$ cat src/rtl/warmboot_seq.sv
// Warm-boot sequencer: arbitrates user boot requests, arms, fires a fixed
// BOOT_top pulse, enforces a cooldown and stretches the user reset.
module warmboot_seq #(
   parameter int SLOT_BITS     = 4,
   parameter int NUM_REQ       = 2,
   parameter int MAX_SLOT      = 15,
   parameter int ARM_CYCLES    = 4,
   parameter int BOOT_PULSE    = 8,
   parameter int COOLDOWN      = 32,
   parameter int RESET_STRETCH = 16
) (
   input  logic                         UserCLK,
   input  logic                         RST,
   input  logic [NUM_REQ*SLOT_BITS-1:0] SLOT,
   input  logic [NUM_REQ-1:0]           BOOT,
   output logic [NUM_REQ-1:0]           GRANT,
   output logic                         BUSY,
   output logic                         ERR,
   output logic                         RESET,
   output logic [SLOT_BITS-1:0]         SLOT_top,
   output logic                         BOOT_top,
   input  logic                         RESET_top,
   input  logic                         CONFIGURED_top
);

   localparam int CW  = (NUM_REQ > 1) ? $clog2(NUM_REQ) : 1;
   localparam int AW  = $clog2(ARM_CYCLES + 1);
   localparam int PW  = $clog2(BOOT_PULSE + 1);
   localparam int DW  = $clog2(COOLDOWN + 1);
   localparam int SW  = (RESET_STRETCH > 0) ? $clog2(RESET_STRETCH + 1) : 1;
   localparam logic [SLOT_BITS-1:0] MAXS = SLOT_BITS'(MAX_SLOT);

   typedef enum logic [1:0] {
      S_IDLE = 2'd0,
      S_ARM  = 2'd1,
      S_FIRE = 2'd2,
      S_COOL = 2'd3
   } state_t;

   state_t               state_q, state_d;
   logic [CW-1:0]        chan_q, chan_d;
   logic [SLOT_BITS-1:0] slot_q, slot_d;
   logic [AW-1:0]        arm_q, arm_d;
   logic [PW-1:0]        pls_q, pls_d;
   logic [DW-1:0]        cool_q, cool_d;
   logic [NUM_REQ-1:0]   grant_q, grant_d;
   logic [SLOT_BITS-1:0] stop_q, stop_d;
   logic                 btop_q, btop_d;
   logic                 err_q, err_d;
   logic                 busy_q;
   logic [SW-1:0]        str_q, str_d;
   logic                 ures_q;

   logic                 sel_vld;
   logic [CW-1:0]        sel_c;
   logic [NUM_REQ-1:0]   sel_oh;
   logic [SLOT_BITS-1:0] sel_slot;

   // Lowest-index active channel wins.
   always_comb begin
      sel_vld  = 1'b0;
      sel_c    = '0;
      sel_oh   = '0;
      sel_slot = '0;
      for (int i = NUM_REQ - 1; i >= 0; i--) begin
         if (BOOT[i]) begin
            sel_vld     = 1'b1;
            sel_c       = CW'(i);
            sel_oh      = '0;
            sel_oh[i]   = 1'b1;
            sel_slot    = SLOT[i*SLOT_BITS +: SLOT_BITS];
         end
      end
   end

   always_comb begin
      state_d = state_q;
      chan_d  = chan_q;
      slot_d  = slot_q;
      arm_d   = arm_q;
      pls_d   = pls_q;
      cool_d  = cool_q;
      grant_d = grant_q;
      stop_d  = stop_q;
      btop_d  = btop_q;
      err_d   = 1'b0;
      case (state_q)
         S_IDLE: begin
            // A cycle carrying ERR is skipped so a held bad request pulses.
            if (CONFIGURED_top && sel_vld && !err_q) begin
               slot_d = sel_slot;
               if (sel_slot > MAXS) begin
                  err_d = 1'b1;
               end else begin
                  chan_d  = sel_c;
                  grant_d = sel_oh;
                  arm_d   = AW'(1);
                  if (ARM_CYCLES == 1) begin
                     state_d = S_FIRE;
                     btop_d  = 1'b1;
                     stop_d  = sel_slot;
                     pls_d   = PW'(1);
                  end else begin
                     state_d = S_ARM;
                  end
               end
            end
         end
         S_ARM: begin
            if (BOOT[chan_q] && CONFIGURED_top) begin
               arm_d = arm_q + 1'b1;
               if (arm_q == AW'(ARM_CYCLES - 1)) begin
                  state_d = S_FIRE;
                  btop_d  = 1'b1;
                  stop_d  = slot_q;
                  pls_d   = PW'(1);
               end
            end else begin
               state_d = S_IDLE;
               grant_d = '0;
            end
         end
         S_FIRE: begin
            if (pls_q == PW'(BOOT_PULSE)) begin
               state_d = S_COOL;
               btop_d  = 1'b0;
               cool_d  = DW'(1);
            end else begin
               pls_d = pls_q + 1'b1;
            end
         end
         S_COOL: begin
            if (cool_q == DW'(COOLDOWN)) begin
               state_d = S_IDLE;
               grant_d = '0;
            end else begin
               cool_d = cool_q + 1'b1;
            end
         end
         default: state_d = S_IDLE;
      endcase
   end

   always_comb begin
      str_d = str_q;
      if (RESET_top) begin
         str_d = SW'(RESET_STRETCH);
      end else if (str_q != '0) begin
         str_d = str_q - 1'b1;
      end
   end

   always_ff @(posedge UserCLK) begin
      if (RST) begin
         state_q <= S_IDLE;
         chan_q  <= '0;
         slot_q  <= '0;
         arm_q   <= '0;
         pls_q   <= '0;
         cool_q  <= '0;
         grant_q <= '0;
         stop_q  <= '0;
         btop_q  <= 1'b0;
         err_q   <= 1'b0;
         busy_q  <= 1'b0;
         str_q   <= SW'(RESET_STRETCH);
         ures_q  <= 1'b1;
      end else begin
         state_q <= state_d;
         chan_q  <= chan_d;
         slot_q  <= slot_d;
         arm_q   <= arm_d;
         pls_q   <= pls_d;
         cool_q  <= cool_d;
         grant_q <= grant_d;
         stop_q  <= stop_d;
         btop_q  <= btop_d;
         err_q   <= err_d;
         busy_q  <= (state_d != S_IDLE);
         str_q   <= str_d;
         ures_q  <= RESET_top | (str_d != '0) | ~CONFIGURED_top;
      end
   end

   assign GRANT    = grant_q;
   assign BUSY     = busy_q;
   assign ERR      = err_q;
   assign RESET    = ures_q;
   assign SLOT_top = stop_q;
   assign BOOT_top = btop_q;

endmodule
$ cat config.mk
export PLATFORM = sky130hd
export DESIGN_NAME = warmboot_seq
export DESIGN_NICKNAME = d
export VERILOG_FILES = /design/src/rtl/warmboot_seq.sv
export SDC_FILE = /design/constraint.sdc
export NUM_CORES = 1
export LEC_CHECK = 0
export BUFFER_PORTS_ARGS = -buffer_cell sky130_fd_sc_hd__buf_2
export CAP_MARGIN = 40
export CORE_MARGIN = 5
export CORE_UTILIZATION = 60
export DETAILED_ROUTE_END_ITERATION = 16
export PLACE_DENSITY = 0.9
export SLEW_MARGIN = 20
export SYNTH_ARGS = -nofsm -noshare
export SYNTH_HDL_FRONTEND = slang
export SYNTH_SLANG_ARGS = --single-unit
$ cat constraint.sdc
create_clock -name UserCLK -period 4.3 [get_ports UserCLK]
set_clock_uncertainty 0.15 [all_clocks]
set_input_delay 0.645 -clock UserCLK [delete_from_list [all_inputs] [get_ports UserCLK]]
set_output_delay 0.645 -clock UserCLK [all_outputs]
set_load 0.02 [all_outputs]
* Word level (Yosys, flattened, before mapping)
Index checks and enable logic that the tools add are counted.
Storage, ports and cells: output and inout bits 10, bits in registers 35, input bits 14, word-level logic and storage cells 100
Cells by class: add/subtract/negate cells 4, magnitude comparators 2, reduce and logical (&&, ||, !) cells 21, multiplexer cells 39, bitwise operators 6, eq/ne operators 15
Operator list (number):
- 2-bit 2-to-1 mux | 12
- 4-bit 2-to-1 mux | 5
- 2-bit != test, second input constant | 9
- 6-bit 2-to-1 mux | 2
- 6-bit case mux with 2 select lines | 1
- 4-bit AND reduction | 3
- 5-bit 2-to-1 mux | 2
- 5-bit nonzero test | 2
- 1-bit 2-to-1 mux | 9
- 3-bit 2-to-1 mux | 3
- 3-bit AND reduction | 3
- 2-bit case mux with 4 select lines | 1
- 4-bit case mux with 2 select lines | 1
- 2-bit nonzero test | 4
- 6-bit by 1-bit adder with 6-bit output, second input constant | 1
- 6-bit equality test, second input constant | 1
- 2-bit case mux with 3 select lines | 1
- 3-bit case mux with 2 select lines | 1
- 5-bit AND reduction | 1
- 5-bit by 1-bit subtractor with 5-bit output, second input constant | 1
- 4-bit by 1-bit adder with 4-bit output, second input constant | 1
- 2-bit equality test, second input constant | 2
- 4-bit equality test, second input constant | 1
- 4-bit greater-than comparator, second input constant | 1
- 13 further kinds | 19

* Logic depth before layout (Yosys ltp)
depth after elaboration 7, depth in mapped cells 6, gate-level depth less buffers 6

* Worst setup path before layout
OpenSTA, ideal clock, no wires.
path kind input to register, start in BOOT[0], end reg grant_q[0], in the netlist GRANT[0], arrival 1.576 ns, required time 4.011 ns, path buffers 1, stages 5, path slack 2.434 ns, library setup time 0.139 ns, cells stage by stage mux2_4 -> and3_4 -> buf_6 -> o311ai_4 -> o41ai_2
Between the ends: word-level cells in the longest chain between the ends 5, elaborated cells between the ends (all ways) 16, those cells by class order compare: 1; eq/ne: 3; mux: 8; reduce/logical: 4
RTL lines:
- start, declared | line 15 | input logic [NUM_REQ-1:0] BOOT,
- parallel branches: the longest is 5 deep, another holds 4-bit greater-than comparator
- end signal, assigned | line 175 | grant_q <= grant_d;
- end, declared | line 46 | logic [NUM_REQ-1:0] grant_q, grant_d;
Parallel ways; which one is timed is not known. The select of a mux whose other input is x is not followed. A chain may end at the register's enable or synchronous reset.

* Worst setup path after layout
start reg cool_q[0], end reg grant_q[1], in the netlist GRANT[1]
Between the ends: word-level cells in the longest chain between the ends 3
RTL lines:
- start, declared | line 45 | logic [DW-1:0] cool_q, cool_d;
- start signal, assigned | line 174 | cool_q <= cool_d;
- 6-bit equality test | line 133 | if (cool_q == DW'(COOLDOWN)) begin
- 2-bit != test (no line)
- 5-bit AND reduction (no line)
No other way between the ends.

==> summary.md <==
| Metric | Value |
|---|---|
| Run status | `finished clean` |
| Post-Route Hold Slack | `0.308 ns` |
| Routed Wire Length | `3130 um` |
| Number of nets in the finished design | `223` |
| DP HPWL | `2340 um` |
| H-tree levels | `2` |
| Post-synthesis net count | `between 200 and 250` |
| Slowest cell on crit path | `a21boi_0` |
| Worst Setup Slack post-DPL | `2.27 ns` |
| Wire length of the first global-routing pass | `5600 um` |
| Drt first-iter violations | `29` |
| Post-CTS Setup Inserts | `0` |
| Number of diodes added for antenna fixing | `0` |
| Comb power frac | `0.123` |
| Internal power of the cells | `0.432 mW` |
| Post-route worst setup slack | `2.39 ns` |
| Worst voltage drop across the vdd grid | `0.000289 V` |
| Setup repair after global routing missed its margin | `no` |
| Fin crit share | `0.443` |
| Endpoint required time on the critical path | `4.41 ns` |
| Cells taking the most area after synthesis | `dfxtp_1 (42%), ha_1 (5.3%), a21oi_1 (4.3%), nand3_1 (3.7%), nor2_1 (3.2%)` |
| Total routing usage reported by global routing | `0.176` |
| Vias in the first global route | `1241` |
| Die footprint | `approximately 3900 sq um` |
| Total count of max-transition violations in the final report | `0` |
| Switching pwr | `0.147 mW` |
| Die Span X | `62.3 um` |
| Number of optimization iterations in the first detailed-route pass | `4` |
| Fillers | `224` |
| Largest net degree at the start of global routing | `30` |
| Async set or reset register ratio after synthesis | `0` |
| Antenna-violating nets left | `0` |
| Critical Path Source Type | `flip-flop` |
| Hold Vio Cnt, Final | `0` |
| Category of the most critical setup path | `flip-flop to flip-flop` |
| Antenna violations before repair | `0` |
| Highest achievable clock rate | `524 MHz` |
| Fraction of power consumed by the clock network | `0.294` |
| Area growth syn-to-layout | `9.31%` |
| Number of top-level design ports | `24` |
| Most used DFF post-synth | `dfxtp_1` |
| Final weighted congestion of routability-driven global placement | `0.795` |
| Post-layout instance area | `1790 sq um` |
| Library cell occupying the most area in the post-synthesis netlist | `dfxtp_1` |
| TritonCTS clock tree | `done` |
| Number of max-capacitance violations reported | `0` |
| CTS Hold Buffers Added | `0` |
| Post-CTS clock slew at the launch and capture registers of the worst setup and hold paths | `0.09 ns` |
| Leakage Power | `0.695 nW` |
| Syn Inst Count | `181` |
| Relative contribution of sequential cells to total power | `0.583` |
| Cell Count Post-Placement | `226` |
| Total of buffers placed on input and output ports | `22` |
| Worst-case headroom to the max-slew limit | `0.557` |
| Number of failing setup endpoints in the final timing report | `0` |
| Worst Tran Pin Value | `0.659 ns` |
| Clock buffers created by TritonCTS | `5` |
| Multi-input gate area in the final layout | `around 870 sq um` |
| Slack of the worst reg-to-reg path | `2.39 ns` |
| Clock period minus final worst setup slack | `1.91 ns` |
| Per-cell via count in the routed design | `5.81` |
| Biggest cell delay along the critical path | `0.55 ns` |
| Core outline area | `about 2700 sq um` |
| Number of DRC violations after detailed routing | `0` |
| Sw Ratio | `0.255` |
| Area taken by flip-flops and latches | `681 sq um` |
| Arrival time worst endpoint | `2.01 ns` |
| Distinct cells, synth | `45` |
| Post-Synthesis Mean Instance Area | `between 9 and 10 sq um` |
| Synth Register Bits | `34` |
| Placement Rows | `19` |
| Portion of synthesized cell area occupied by the leading cell type | `0.415` |
| Class of the tightest hold or removal check | `flip-flop to flip-flop` |
| Cts repair resizes | `0` |
| Sequential share of the synthesized area | `0.415` |
| Clk sinks | `34` |
| Drt wl/cell | `13.5 um` |
| Count of warnings emitted by yosys | `0` |
| Largest delay share family, worst path | `compound AO/OA/AOI/OAI gates` |
| Gr ovfl total | `0` |
| Cell-by-cell trace of the critical path | `inv_1, ha_1, nor4b_4, a21boi_0, o31ai_1, a21oi_1` |
| Placed standard-cell area | `1740 sq um` |
| Worst Path Max Fanout | `6` |
| Count of flip-flops with a built-in enable after synthesis | `0` |
| Vertical die dimension | `roughly 62 um` |
| Nature of the critical path endpoint | `flip-flop` |
| PD cells | `323 nW/um^2` |
| Non-filler instance count after layout | `roughly 230` |
| Area of the mapped netlist | `around 1600 sq um` |
| Effective utilization at floorplan | `0.610` |
| Buffer depth of the longest clock path | `2` |
| CP bufs+invs | `1` |
| Setup TNS after final layout | `0 ns` |
| Routed via count | `1349` |
| Clock latency at the later pin of the worst-skew pair | `~0.33 ns` |
| Clock tree root driver cell | `clkbuf_4` |
| Layout cell share with drive strength beyond 1 | `0.189` |
==> path summary, 6_finish.rpt <==
| kind | end | from | cells after the start |
|---|---|---|---|
| max | GRANT[1] | cool_q[0] | 6 |
| min | SLOT_top[3] | SLOT_top[3] | 2 |
| max reg2reg | GRANT[1] | cool_q[0] | 6 |
| min reg2reg | SLOT_top[3] | SLOT_top[3] | 2 |
==> layout make-up <==
type,count,share of cell area
Clock buffer,6,0.0286
Tap cell,31,0.0216
Sequential cell,34,0.380
Timing Repair Buffer,22,0.0615
Inverter,12,0.0251
Multi-Input combinational cell,127,0.483
==> routing by layer <==
layer  GRT usage  vias to the layer above  routed length [um]
met1       0.219                      614                1350
met4      0.0769                        0                  59
met2       0.280                       40                1520
li1            -                      686                   -
met5           0                        -                   0
met3      0.0523                        9                 194
==> layout by cell type, fill, tap and decap left out, drive strengths merged, types with 4 or more instances in the layout <==
cell type / instances
nor3: 11
xor2: 5
a21oi: 14
nand3: 12
inv: 12
ha: 7
xnor2: 4
buf: 22
a221oi: 4
nand2: 12
nor2: 14
clkbuf: 6
nand4: 4
dfxtp: 34
a211oi: 6
==> cell families (layout without fill, tap and decap cells) <==
group,count (synthesis),count (layout),synth area share
AO/OA/AOI/OAI,36,36,0.167
XOR/XNOR,9,9,0.0481
adder cells (fa/ha/maj),7,7,0.0534
buffers and inverters,20,40,0.0565
flip-flops,34,34,0.415
multiplexers,1,1,0.00916
other,1,1,0.00229
AND/OR/NAND/NOR,73,73,0.248
==> state kept, by name (all words and copies together) (netlist names), 2 cells and up <==
register and flops:
GRANT 2, SLOT_top 4, arm_q 3, cool_q 6
pls_q 4, slot_q 4, state_q 2, str_q 5
==> cell usage after synthesis (2+ instances only) <==
cell and count:
nand3b_1 3, inv_1 12, nand2_1 12, or3_1 3, xnor2_1 4, dfxtp_1 34
a21oi_1 14, nor2b_1 2, buf_4 2, and2_1 3, nand4_1 4, ha_1 7
nor2_1 14, a21boi_0 2, nand3_1 12, xor2_1 5, nor3_1 10, a221oi_1 4
a211oi_1 6, o31ai_1 2, clkbuf_1 2
==> power by group through the flow <==
stage                     clock, mW  sequential, mW  combinational [mW]
after floorplan                   0           0.343              0.0539
after global placement            0           0.344              0.0685
after detailed placement          0           0.345              0.0709
after CTS                     0.177           0.337              0.0712
after global routing          0.193           0.340              0.0791
final                         0.170           0.338              0.0715
==> metrics by stage <==
stage / power (mW) / utilization
2_1_floorplan: 0.397 / -
3_3_place_gp: 0.413 / 0.648
3_5_place_dp: 0.415 / 0.648
4_1_cts: 0.585 / 0.667
5_1_grt: 0.612 / 0.667
6_report: 0.579 / 0.667
==> tightest hold or removal path, delay by kind of cell (launching register included) <==
family | cells | cell delay, ns
DFF | 1 | 0.32
and+or+nand+nor | 1 | 0.05
AOI/OAI and AO/OA | 1 | 0.05
No activity file was read; power rests on OpenSTA's default activity.
